[config.mk]
export PLATFORM = sky130hd
export DESIGN_NAME = puf_reconstruct_engine_flat
export DESIGN_NICKNAME = d
export VERILOG_FILES = /design/src/rtl/puf_reconstruct_engine_if.sv /design/src/rtl/puf_reconstruct_engine.sv /design/src/flat_wrapper.sv
export SDC_FILE = /design/constraint.sdc
export NUM_CORES = 2
export LEC_CHECK = 0
export BUFFER_PORTS_ARGS = -buffer_cell sky130_fd_sc_hd__clkbuf_2
export CORE_AREA = 2 2 507 509
export CTS_BUF_LIST = sky130_fd_sc_hd__clkbuf_2 sky130_fd_sc_hd__clkbuf_4 sky130_fd_sc_hd__clkbuf_8
export CTS_CLUSTER_DIAMETER = 150
export CTS_CLUSTER_SIZE = 14
export DETAILED_ROUTE_END_ITERATION = 10
export DIE_AREA = 0 0 509 511
export GPL_ROUTABILITY_DRIVEN = 0
export PLACE_DENSITY_LB_ADDON = 0.2
export RECOVER_POWER = 100
export SYNTH_ARGS = -nofsm -noshare
export SYNTH_HDL_FRONTEND = slang
export SYNTH_SLANG_ARGS = --single-unit
[constraint.sdc]
create_clock -name clk -period 6.16 [get_ports clk]
set_input_delay 1.232 -clock clk [delete_from_list [all_inputs] [get_ports clk]]
set_output_delay 1.232 -clock clk [all_outputs]
set_load 0.05 [all_outputs]
[src/rtl/puf_reconstruct_engine_if.sv]
// rtl/puf_reconstruct_engine_if.sv - start/done handshake and data bundle for the PUF key reconstruction engine
interface puf_reconstruct_engine_if #(
    parameter int KEY_BITS = 128,
    parameter int REP      = 3
);
    localparam int N  = KEY_BITS * REP;
    localparam int EW = $clog2(N + 1);

    logic                start;
    logic                mode;
    logic [7:0]          seed;
    logic [N-1:0]        data_in;
    logic [N-1:0]        i_helper;
    logic                busy;
    logic                done;
    logic [N-1:0]        scr_out;
    logic [KEY_BITS-1:0] key_out;
    logic [EW-1:0]       err_count;
    logic                fail;

    modport master (
        output start, mode, seed, data_in, i_helper,
        input  busy, done, scr_out, key_out, err_count, fail
    );

    modport slave (
        input  start, mode, seed, data_in, i_helper,
        output busy, done, scr_out, key_out, err_count, fail
    );
endinterface

[src/rtl/puf_reconstruct_engine.sv]
// rtl/puf_reconstruct_engine.sv - LFSR whitening, code-offset helper XOR and repetition majority decode
module puf_reconstruct_engine #(
    parameter int KEY_BITS = 128,
    parameter int REP      = 3,
    parameter int MAX_ERR  = 16
) (
    input logic                     clk,
    input logic                     reset,
    puf_reconstruct_engine_if.slave bus
);
    localparam int N  = KEY_BITS * REP;
    localparam int EW = $clog2(N + 1);
    localparam int CW = $clog2(REP + 1);
    localparam int GW = (KEY_BITS > 1) ? $clog2(KEY_BITS) : 1;

    typedef enum logic [1:0] {S_IDLE, S_LOAD, S_RUN, S_DONE} state_t;

    state_t         state;
    logic           mode_q;
    logic [7:0]     seed_q;
    logic [N-1:0]   data_q;
    logic [N-1:0]   helper_q;
    logic [7:0]     lfsr;
    logic [7:0]     lfsr_adv;
    logic [GW-1:0]  grp;
    logic [REP-1:0] ks_grp;
    logic [REP-1:0] scr_grp;
    logic [REP-1:0] c_grp;
    logic [CW-1:0]  ones;
    logic [CW-1:0]  grp_err;
    logic           key_bit;
    logic [EW-1:0]  err_next;

    // REP keystream steps per cycle; the advanced state is what the next group starts from
    always_comb begin
        lfsr_adv = lfsr;
        ks_grp   = '0;
        for (int k = 0; k < REP; k++) begin
            ks_grp[k] = lfsr_adv[7];
            lfsr_adv  = {lfsr_adv[6:0], lfsr_adv[7] ^ lfsr_adv[5] ^ lfsr_adv[4] ^ lfsr_adv[3]};
        end
    end

    assign scr_grp = data_q[int'(grp) * REP +: REP] ^ ks_grp;
    assign c_grp   = scr_grp ^ helper_q[int'(grp) * REP +: REP];

    always_comb begin
        ones = '0;
        for (int k = 0; k < REP; k++) begin
            ones = ones + CW'(c_grp[k]);
        end
    end

    // REP is odd, so the majority is never a tie
    assign key_bit  = (ones > CW'(REP / 2));
    assign grp_err  = key_bit ? (CW'(REP) - ones) : ones;
    assign err_next = bus.err_count + EW'(grp_err);

    always_ff @(posedge clk) begin
        if (reset) begin
            state         <= S_IDLE;
            mode_q        <= 1'b0;
            seed_q        <= 8'h00;
            data_q        <= '0;
            helper_q      <= '0;
            lfsr          <= 8'h01;
            grp           <= '0;
            bus.busy      <= 1'b0;
            bus.done      <= 1'b0;
            bus.scr_out   <= '0;
            bus.key_out   <= '0;
            bus.err_count <= '0;
            bus.fail      <= 1'b0;
        end else begin
            case (state)
                S_IDLE: begin
                    if (bus.start) begin
                        mode_q        <= bus.mode;
                        seed_q        <= bus.seed;
                        data_q        <= bus.data_in;
                        helper_q      <= bus.i_helper;
                        bus.scr_out   <= '0;
                        bus.key_out   <= '0;
                        bus.err_count <= '0;
                        bus.fail      <= 1'b0;
                        bus.busy      <= 1'b1;
                        state         <= S_LOAD;
                    end
                end
                S_LOAD: begin
                    lfsr  <= (seed_q == 8'h00) ? 8'h01 : seed_q;
                    grp   <= '0;
                    state <= S_RUN;
                end
                S_RUN: begin
                    lfsr <= lfsr_adv;
                    bus.scr_out[int'(grp) * REP +: REP] <= scr_grp;
                    if (mode_q) begin
                        bus.key_out[grp] <= key_bit;
                        bus.err_count    <= err_next;
                    end
                    if (grp == GW'(KEY_BITS - 1)) begin
                        // fail uses the total including this last group so it is valid alongside done
                        bus.fail <= mode_q && (int'(err_next) > MAX_ERR);
                        bus.busy <= 1'b0;
                        bus.done <= 1'b1;
                        state    <= S_DONE;
                    end else begin
                        grp <= grp + GW'(1);
                    end
                end
                S_DONE: begin
                    bus.done <= 1'b0;
                    state    <= S_IDLE;
                end
                default: state <= S_IDLE;
            endcase
        end
    end
endmodule

[src/flat_wrapper.sv]
// flat-port wrapper written by rule: the top's interface ports become plain ports
module puf_reconstruct_engine_flat 
#(
    parameter int KEY_BITS = 128,
    parameter int REP      = 3,
    parameter int MAX_ERR  = 16
)
  (clk, reset, bus_start, bus_mode, bus_seed, bus_data_in, bus_i_helper, bus_busy, bus_done, bus_scr_out, bus_key_out, bus_err_count, bus_fail);
  puf_reconstruct_engine_if #(.KEY_BITS(KEY_BITS), .REP(REP)) bus_i ();
  input logic clk;
  input logic reset;
  input wire logic [$bits(bus_i.start)-1:0] bus_start;
  input wire logic [$bits(bus_i.mode)-1:0] bus_mode;
  input wire logic [$bits(bus_i.seed)-1:0] bus_seed;
  input wire logic [$bits(bus_i.data_in)-1:0] bus_data_in;
  input wire logic [$bits(bus_i.i_helper)-1:0] bus_i_helper;
  output wire logic [$bits(bus_i.busy)-1:0] bus_busy;
  output wire logic [$bits(bus_i.done)-1:0] bus_done;
  output wire logic [$bits(bus_i.scr_out)-1:0] bus_scr_out;
  output wire logic [$bits(bus_i.key_out)-1:0] bus_key_out;
  output wire logic [$bits(bus_i.err_count)-1:0] bus_err_count;
  output wire logic [$bits(bus_i.fail)-1:0] bus_fail;
  assign bus_i.start = bus_start;
  assign bus_i.mode = bus_mode;
  assign bus_i.seed = bus_seed;
  assign bus_i.data_in = bus_data_in;
  assign bus_i.i_helper = bus_i_helper;
  assign bus_busy = bus_i.busy;
  assign bus_done = bus_i.done;
  assign bus_scr_out = bus_i.scr_out;
  assign bus_key_out = bus_i.key_out;
  assign bus_err_count = bus_i.err_count;
  assign bus_fail = bus_i.fail;
  puf_reconstruct_engine #(.KEY_BITS(KEY_BITS), .REP(REP), .MAX_ERR(MAX_ERR)) u_core (.clk(clk), .reset(reset), .bus(bus_i));
endmodule
==> results.sh <==
export IMPL_status="finished with violations"
export IMPL_violations="max-capacitance violations, max-slew violations"
export IMPL_numCtsBuffers=106
export IMPL_core_area_sq_um=255300
export IMPL_via_per_inst=4.903
export IMPL_drtIter0Drc=5058
export IMPL_wl_met1_um=128700
export IMPL_route_detailed_drc=0
export IMPL_antenna_found_initial=70
export IMPL_start_util=0.2125
export IMPL_syn_to_final_growth_pct=22.36
export IMPL_yosysWarnings=0
export IMPL_ys_flop_type="dfxtp_1"
export IMPL_yosysSeqAreaShare=0.4863
export IMPL_critical_path_slowest_cell="or4_1"
export IMPL_synth_area_leaders="dfxtp_1 (49%), nand2_1 (14%), a21oi_1 (8.9%)"
export IMPL_mostFrequentLayoutCells="nand2_1 (2,063), dfxtp_1 (1,315), a21oi_1 (957)"
export IMPL_ys_types=83
export IMPL_synth_top_area_share=0.4863
export IMPL_route_met2_wl_um=140200
export IMPL_relSlewSlack=-1.757
export IMPL_cts_tree="built"
export IMPL_port_buffers=1303
export IMPL_async_flop_share=0
export IMPL_hpwl_um=228300
export IMPL_routed_top_layer="met5"
export IMPL_clk_latency_ns=0.95
export IMPL_postSynthAreaPerCell_sq_um=8.073
export IMPL_setup_violations=0
export IMPL_synth_edf_count=0
export IMPL_htreeDepth=3
export IMPL_final_area_sq_um=66380
export IMPL_required_ns=6.92
export IMPL_final_common_cell="nand2_1"
export IMPL_num_rows=186
export IMPL_seq_area_sq_um=26400
export IMPL_final_fill_count=28470
export IMPL_dr_total_vias=55080
export IMPL_yosys_register_bits=1318
export IMPL_synth_top_cell_by_area="dfxtp_1"
export IMPL_powerDensity_nw_per_um2=358.9
export IMPL_grt_pass1_wl_um=412500
export IMPL_io_pins=1304
export IMPL_grt_overflow=0
export IMPL_placed_area_sq_um=64730
export IMPL_p_leak_nw=23.95
export IMPL_syn_area_sq_um=54250
export IMPL_hold_violations=0
export IMPL_postSynthCellCount=6720
export IMPL_clkTransAtPathRegs_ns=0.12
export IMPL_critPathLaunchType="register"
export IMPL_maxCapViolCount=9
export IMPL_die_y_um=511
export IMPL_slew_violations=773
export IMPL_fin_hold_ws_ns=0.4547
export IMPL_layout_drive_gt1_share=0.1734
export IMPL_drtPass1Iterations=5
export IMPL_fmax_ghz=0.1671
export IMPL_root_buffer="clkbuf_8"
export IMPL_track_usage=0.2207
export IMPL_rrSetupSlack_ns=0.18
export IMPL_worstPathCellList="clkbuf_4 > or3b_4 > buf_4 > o22ai_1 > nor4_2 > buf_4 > o22ai_1 > or4_1 > nor4_2 > buf_4 > xnor2_1 > fa_1 > xor2_1 > ha_2 > fa_2 > or3_1 > o2111a_1 > o32a_1 > o31ai_1 > a311o_1 > a21oi_1"
export IMPL_multi_input_area_sq_um=25750
export IMPL_max_vdd_ir_drop_mv=0.2565
export IMPL_drt_wl_total_um=303800
export IMPL_tightest_slew_ns=4.135
export IMPL_grt_pass1_vias=52840
export IMPL_fin_crit_ns=5.983
export IMPL_fp_dieArea_sq_um=260100
export IMPL_min_period_over_period=0.9713
export IMPL_hold_path_class="register to register"
export IMPL_worstSetupPathType="register to register"
export IMPL_path_common_cell="buf_4"
export IMPL_fin_nets=8596
export IMPL_wl_met3_um=21160
export IMPL_fin_skew_ns=0.06373
export IMPL_drt_antenna_violating_nets=0
export IMPL_endpoint_kind="register"
export IMPL_clockBufferDepth=3
export IMPL_max_stage_delay_ns=0.58
export IMPL_die_width_um=509
export IMPL_worstPathArrival_ns=6.74
export IMPL_wire_per_inst_um=27.04
export IMPL_grt_max_degree=195
export IMPL_path_max_fanout=6
export IMPL_numClockSinks=1318
critical path, delay by kind of cell (launching register included):
family,cells,cell delay [ns]
and+or+nand+nor,5,2.01
buffers and inverters,4,0.77
adders and majority gates,3,1.15
xor gates and xnor gates,2,0.33
AOI/OAI and AO/OA,7,1.13
DFF,1,0.42
through the flow:
stage / power [mW] / setup WS (ns) / setup TNS (ns) / utilization / instances
floorplan: 15.38 / 0.7736 / 0 / - / 6721
detailed placement: 19.07 / -0.6182 / -3.961 / 0.2536 / 11030
global route: 25.15 / -0.01473 / -0.01473 / 0.2599 / 11220
CTS: 23.95 / 0.01585 / 0 / 0.2612 / 11180
finish: 23.82 / 0.1768 / 0 / 0.2600 / 11230
global placement: 19.03 / -0.6642 / -2.792 / 0.2536 / 11030
Yosys cell counts, drive strengths merged (11+ instances only):
| cell | number |
|---|---|
| a21oi | 961 |
| a22oi | 161 |
| a2bb2o | 47 |
| a31oi | 50 |
| and2 | 14 |
| and3 | 11 |
| and4 | 15 |
| and4b | 32 |
| buf | 117 |
| clkbuf | 463 |
| dfxtp | 1318 |
| mux2 | 40 |
| mux2i | 15 |
| mux4 | 37 |
| nand2 | 2065 |
| nand2b | 74 |
| nand3 | 67 |
| nor2 | 235 |
| nor3 | 18 |
| nor4 | 29 |
| nor4b | 15 |
| nor4bb | 32 |
| o211ai | 71 |
| o21ai | 364 |
| o221ai | 11 |
| o22ai | 141 |
| o2bb2ai | 121 |
| o41ai | 12 |
| or2 | 12 |
| or4 | 11 |
| xnor2 | 15 |
registers in the layout, indices dropped and copies added (netlist names):
signal	cells
u_core.bus.done	1
u_core.data_q	384
u_core.grp	7
u_core.mode_q	1
u_core.seed_q	8
u_core.state	2
u_core.bus.busy	1
u_core.bus.err_count	9
u_core.bus.fail	1
u_core.helper_q	384
u_core.bus.key_out	128
u_core.bus.scr_out	384
u_core.lfsr	8
what timing repair did:
action / 4_1_cts / 5_1_grt
gates resized for setup: 11 / 20
buffers inserted: 22 / 18
gates cloned: 1 / 5
hold buffers: 0 / 0
setup endpoints to repair: 62 / 1
pin swaps: 2 / 16
cell type report:
type / instances / share of cell area
diodes: 29 / 0.001093
well taps: 3384 / 0.06378
clock buffers: 111 / 0.02282
clock inverters: 13 / 0.001809
flip-flops and latches: 1318 / 0.3976
repair buffers: 1554 / 0.1243
multi-input cells: 4814 / 0.3879
inverters: 10 / 0.0005654
worst paths after layout:
kind,cells past startpoint,to,start
worst max register to register,21,u_core.bus.fail$_SDFFE_PP0P_,u_core.grp[2]$_SDFFE_PP0P_
worst min register to register,2,u_core.data_q[365]$_SDFFE_PP0P_,u_core.data_q[365]$_SDFFE_PP0P_
worst max-delay path,21,u_core.bus.fail$_SDFFE_PP0P_,u_core.grp[2]$_SDFFE_PP0P_
worst min-delay path,2,u_core.data_q[365]$_SDFFE_PP0P_,u_core.data_q[365]$_SDFFE_PP0P_
logic make-up (layout without fill, tap and decap cells):
kind of cell,count (synthesis),count (layout),synth area share
AOI/OAI and AO/OA,2012,2012,0.2272
xor gates and xnor gates,20,20,0.003229
adders and majority gates,12,12,0.003044
buffers and inverters,590,1688,0.04467
DFF,1318,1318,0.4863
muxes,92,92,0.02643
other,1,31,0.00006912
and+or+nand+nor,2675,2676,0.2090
layer usage:
metal	GRT usage	up-vias
li1	-	25400
met1	0.2828	26840
met2	0.3577	2348
met3	0.04436	451
met4	0.09381	40
met5	0	-
power by group:
group / switching, mW / total, mW / internal (mW) / leakage (nW)
Sequential: 0.827 / 10.3 / 9.50 / 10.7
Combinational: 6.12 / 8.67 / 2.55 / 12.4
Clock: 3.21 / 4.83 / 1.62 / 0.838
(Power assumes the default switching activity.)
